## config.mk

```make
export PLATFORM = sky130hd
export DESIGN_NAME = priority_bit_serializer
export DESIGN_NICKNAME = d
export VERILOG_FILES = /design/src/rtl/priority_pkg.sv /design/src/rtl/onehot_to_index.sv /design/src/rtl/priority_bit_serializer.sv
export SDC_FILE = /design/constraint.sdc
export NUM_CORES = 1
export LEC_CHECK = 0
export ABC_CLOCK_PERIOD_IN_PS = 2900
export CAP_MARGIN = 10
export CORE_MARGIN = 5
export CORE_UTILIZATION = 48
export DETAILED_ROUTE_END_ITERATION = 10
export GPL_TIMING_DRIVEN = 0
export PLACE_DENSITY = 0.84
export SYNTH_ARGS = -nofsm -noshare
export SYNTH_HDL_FRONTEND = slang
export SYNTH_SLANG_ARGS = --single-unit
```

## constraint.sdc

```tcl
create_clock -name clk_i -period 2.9 [get_ports clk_i]
set_input_delay 0.58 -clock clk_i [delete_from_list [all_inputs] [get_ports clk_i]]
set_output_delay 0.58 -clock clk_i [all_outputs]
set_load 0.005 [all_outputs]
```

## src/rtl/priority_pkg.sv

```systemverilog
// priority_pkg: shared state enum and extreme-bit helpers for the priority encoder/serializer family
package priority_pkg;
  typedef enum logic {IDLE = 1'b0, BUSY = 1'b1} state_t;
  localparam int MAX_W = 64;
  function automatic logic [MAX_W-1:0] lowest_onehot(input logic [MAX_W-1:0] v);
    return v & (-v);
  endfunction
  function automatic logic [MAX_W-1:0] highest_onehot(input logic [MAX_W-1:0] v);
    logic [MAX_W-1:0] r;
    r = {<<{v}};
    r = r & (-r);
    return {<<{r}};
  endfunction
endpackage

```

## src/rtl/onehot_to_index.sv

```systemverilog
// onehot_to_index: binary position of the single set bit (0 for an all-zero vector)
//   onehot_i [WIDTH] -> index_o [IDX_W], purely combinational OR-reduction
module onehot_to_index #(
  parameter int WIDTH = 8,
  parameter int IDX_W = $clog2(WIDTH)
) (
  input  logic [WIDTH-1:0] onehot_i,
  output logic [IDX_W-1:0] index_o
);
  always_comb begin
    index_o = '0;
    for (int i = 0; i < WIDTH; i++) index_o = index_o | (onehot_i[i] ? IDX_W'(i) : '0);
  end
endmodule

```

## src/rtl/priority_bit_serializer.sv

```systemverilog
// priority_bit_serializer: emits every set bit of a captured word as a one-hot beat in priority order
//   clk_i, srst_i (sync, active-high); data_i/data_val_i/data_rdy_o word input handshake;
//   onehot_o, index_o, zero_o, last_o, val_o/rdy_i beat output handshake
module priority_bit_serializer
  import priority_pkg::*;
#(
  parameter int WIDTH     = 8,
  parameter bit LSB_FIRST = 1'b1,
  parameter int IDX_W     = $clog2(WIDTH)
) (
  input  logic             clk_i,
  input  logic             srst_i,
  input  logic [WIDTH-1:0] data_i,
  input  logic             data_val_i,
  output logic             data_rdy_o,
  output logic [WIDTH-1:0] onehot_o,
  output logic [IDX_W-1:0] index_o,
  output logic             zero_o,
  output logic             last_o,
  output logic             val_o,
  input  logic             rdy_i
);
  state_t st, st_nx;
  logic [WIDTH-1:0] res, res_nx, scan_in, scan_sel;
  logic busy;
  // residue is held in scan order (bit 0 = next to emit); MSB-first mirrors in and out
  for (genvar i = 0; i < WIDTH; i++) begin : g_rev
    assign scan_in[i]  = LSB_FIRST ? data_i[i]   : data_i[WIDTH-1-i];
    assign onehot_o[i] = LSB_FIRST ? scan_sel[i] : scan_sel[WIDTH-1-i];
  end
  assign busy       = st == BUSY;
  assign val_o      = busy;
  assign scan_sel   = busy ? WIDTH'(lowest_onehot(MAX_W'(res))) : '0;
  assign last_o     = busy & ~|(res & (res - WIDTH'(1)));
  assign zero_o     = busy & ~|res;
  assign data_rdy_o = ~busy | (last_o & rdy_i);
  always_comb begin
    st_nx  = st;
    res_nx = res;
    if (data_rdy_o && data_val_i) begin
      st_nx  = BUSY;
      res_nx = scan_in;
    end else if (busy && rdy_i) begin
      res_nx = res & ~scan_sel;
      st_nx  = last_o ? IDLE : BUSY;
    end
  end
  always_ff @(posedge clk_i) begin
    if (srst_i) begin
      st  <= IDLE;
      res <= '0;
    end else begin
      st  <= st_nx;
      res <= res_nx;
    end
  end
  onehot_to_index #(.WIDTH(WIDTH), .IDX_W(IDX_W)) u_idx (
    .onehot_i(onehot_o),
    .index_o (index_o)
  );
endmodule

```

==> run summary <==
The number of hold violations in the final report is 0. The area growth from synthesis to layout is 41.9%. The minimum setup slack after placement is 0.0114 ns.

The global router's overall resource usage came out at 18.3%. Dividing the detail-routed via count by the number of cells gives 6.30. The number of iterations in the first detailed-routing pass came out at 5. The initial antenna violation count is 0. The path with the worst hold slack has its endpoint at val_o$_SDFFE_PP0P_.

The share of post-route cells with drive strength above 1 came out at 12.1%. After filler insertion, the fill cell instance count of the layout stands at 145. The post-route antenna net violation count came out at 0. Max-cap violations in this run came to 0. The maximum net fanout on the critical path is 6. The total length of routed wires is 2.40 mm. The cell area after technology mapping came out at 803 um^2. In this run the worst hold path is classified as reg2reg. Walking the worst path, the cells encountered are clkdlybuf4s50_1 -> o311ai_2 -> a21oi_4 -> nand2b_2 -> clkdlybuf4s50_1. Dividing total power by cell area gives a power density of 455 mW/mm^2. The synthesized flop and latch total is 9.

Counting stages on the worst path, the most repeated cell is clkdlybuf4s50_1. The destination of the worst register-to-register timing path is res[7]$_SDFFE_PP0P_. The clock insertion delay at the later pin of the skew report came out at 0.27 ns.

The count of placed standard cells including taps came out at 151. The violation count after the first detailed-routing iteration came out at 36. The largest single stage delay on the critical path is 0.59 ns.

The wire-length estimate of the detail-placed layout is 1.81 mm. For flop-to-flop paths, the worst setup slack is 1.18 ns. The net count after synthesis came out at 121.

The final weighted congestion in routability-driven placement is 0.905. The launching element type of the critical path is a primary input. The longest clock path from root to sink contains 2 buffers. The non-filler instance count after layout is 157. The global-route wire length before repair came out at 3.74 mm. Sequential cells were found to cover 22.4% of the synthesized design area.

The total vias in the final route came out at 989. The number of buffers inserted during clock tree synthesis is 3. The number of hold buffers added after CTS came out at 0. Yosys printed 0 warnings. Summing all multi-input logic gate instances after layout gives 573 um^2. The critical path is of the in2out type. The startpoint of the most critical hold path is val_o$_SDFFE_PP0P_. The number of nets in the layout is 154. The run finished with clean final reports. The initialized floorplan defines 14 standard-cell rows.

The number of global-route vias before repair is 916. The floorplan step set the die width to 50.9 um. The die height came out at 50.9 um. Once the floorplan was initialized, standard cells occupied 52.1% of the core. The reported net switching power is 0.000202 W.

The relative slew slack came out at 66.3%. Entering global routing, the biggest net connects 11 pins. The largest individual stage delay along the critical path comes from the cell clkdlybuf4s50_1.

The final number of max-transition violations is 0. The accumulated negative setup slack is 0 ns. The arrival time of data at the critical path endpoint is 2.17 ns. The deepest level of the CTS H-tree came out at 1. The worst setup margin came out at 0.149 ns. Based on the critical path, the design can be clocked at up to 364 MHz. TritonCTS built the clock tree.

The net switching fraction of the power is 39.0%. Sequential cells burn 29.7% of the power. Clock-pin slew was measured on the worst setup and hold paths at 0.06 ns. The distinct cell type count after synthesis came out at 34. Synthesis handed over a netlist of 109 instances. The sequential cell area in the final layout is 180 um^2. For the pin with the worst max-slew slack, the measured transition is 0.504 ns.

The internal power of the cells totals 0.000317 W. The sink count of the clock tree came out at 9. The leakage power of the design came out at 0.441 nW. For the finished layout, the period the worst path requires is 2.75 ns. The number of cells on the worst hold path is 2. Setup violations remaining at the end of the flow were counted as 0. The per-instance average area after synthesis is 7.37 um^2.

The number of cells on the worst reg-to-reg path is 8. The total grt overflow is 0. The core box area came out at 0.00154 mm^2. The remaining routing DRC violations is 0. The setup skew after layout came out at 0.00341 ns. The I/O pin count is 27. The average detailed-routed wire length per instance is 15.3 um. 0 antenna diodes ended up in the layout.

The count of port buffers added during placement came out at 26. The part of the total power dissipated in the clock network is 19.8%. VDD sags by at most 0.000348 V. The die covers 0.00259 mm^2. Setup repair after global routing left no endpoint under its margin. STA classifies the critical path endpoint as an output port. The beginning of the worst register-to-register path is res[2]$_SDFFE_PP0P_. The share of total power dissipated in combinational logic is 50.5%. At the worst endpoint, the required time is 2.32 ns. The tree is rooted in a clkbuf_4. The share of the clock period used by the worst path is 94.9%.
per-stage QoR:
step	util, %	total power, W	area [um^2]	hold WS, ns
2_1_floorplan	-	0.000311	803	0.556
3_3_place_gp	70.3	0.000387	1080	0.592
3_5_place_dp	70.3	0.000396	1080	0.613
4_1_cts	72.5	0.000504	1120	0.625
5_1_grt	73.9	0.000551	1140	0.664
6_report	73.9	0.000519	1140	0.630
cells by family (layout without fill, tap and decap cells):
kind of cell | count (synthesis) | count (layout) | share of synthesized area, %
buffers and inverters | 14 | 46 | 8.10
DFF | 9 | 9 | 22.4
AOI/OAI and AO/OA | 31 | 31 | 32.4
muxes | 1 | 1 | 1.25
and+or+nand+nor | 54 | 54 | 35.8
layout by cell type (no fill, tap or decap), drive strengths merged, types with 5 or more instances in the layout:
cell type       n
nor3            8
a32oi           7
inv             6
nor2            8
nand4           6
dfxtp           9
clkbuf          7
nand3           7
a21oi           5
buf             7
clkdlybuf4s50  26
nand2           8
cells in the mapped netlist:
master,n,area (um^2)
a21oi_4,1,16.3
o21bai_1,1,7.51
buf_2,4,20.0
nand2_1,8,30.0
o41ai_2,1,16.3
buf_6,1,11.3
nand2b_1,3,18.8
a32oi_1,7,61.3
o2bb2ai_1,1,8.76
nor2b_1,2,12.5
and3_1,4,25.0
o31ai_1,1,7.51
and2_1,4,25.0
dfxtp_1,9,180
inv_1,6,22.5
a31oi_1,2,12.5
or2_2,1,6.26
nor4_2,1,12.5
nand4_1,6,37.5
nor3_1,8,40.0
a211oi_1,1,7.51
a21oi_1,4,20.0
o31a_1,2,17.5
a2bb2oi_1,1,8.76
nand2b_2,1,8.76
o311ai_2,1,16.3
mux2i_1,1,10.0
nor4_1,1,6.26
o211ai_1,1,7.51
nor2_1,8,30.0
clkbuf_1,3,11.3
o21a_1,3,22.5
a21boi_0,4,30.0
nand3_1,7,35.0
timing repair:
action	in CTS	in global routing
endpoints found under the setup margin	1	4
resized for setup	0	3
pin swaps	0	1
cloned	0	0
buffers inserted	1	1
how the worst max path moves through the flow:
stage | slack, ns | endpoint | startpoint
floorplan | 0.99 | data_rdy_o | res[1]$_SDFFE_PP0P_
global placement | 0.03 | data_rdy_o | rdy_i
detailed placement | 0.01 | data_rdy_o | rdy_i
CTS | 0.03 | zero_o | val_o$_SDFFE_PP0P_
global route | 0.02 | last_o | res[5]$_SDFFE_PP0P_
finish | 0.15 | data_rdy_o | rdy_i
area by class of cell:
type | instances | share of cell area, %
sequential | 9 | 15.8
buffer | 8 | 3.73
tap | 16 | 1.76
inverter | 6 | 1.98
timing repair buffer | 28 | 24.1
clock buffer | 4 | 2.31
multi-input combinational | 86 | 50.3
power by group through the flow:
| stage | logic, W | clock network (W) | registers (W) |
|---|---|---|---|
| detailed placement | 0.000240 | 0 | 0.000156 |
| floorplan | 0.000159 | 0 | 0.000152 |
| global placement | 0.000232 | 0 | 0.000155 |
| CTS | 0.000247 | 0.000103 | 0.000153 |
| finish | 0.000262 | 0.000103 | 0.000154 |
| global route | 0.000281 | 0.000114 | 0.000156 |
worst max-delay path: cells and delay by family:
| kind | cells | cell delay, ns |
|---|---|---|
| AO/OA/AOI/OAI | 2 | 0.35 |
| buffers and inverters | 2 | 1.10 |
| AND/OR/NAND/NOR | 1 | 0.14 |
state kept, by name, summed over array words and instances, names as in the netlist:
signal  flops
res         8
val_o       1
routing by layer:
metal  GRT usage (%)  wire, um
met1            19.6       980
met2            31.4      1150
met3            4.65       216
met4            11.5        55
met5               0         0
Note: power is estimated with default switching activity, not from simulation.
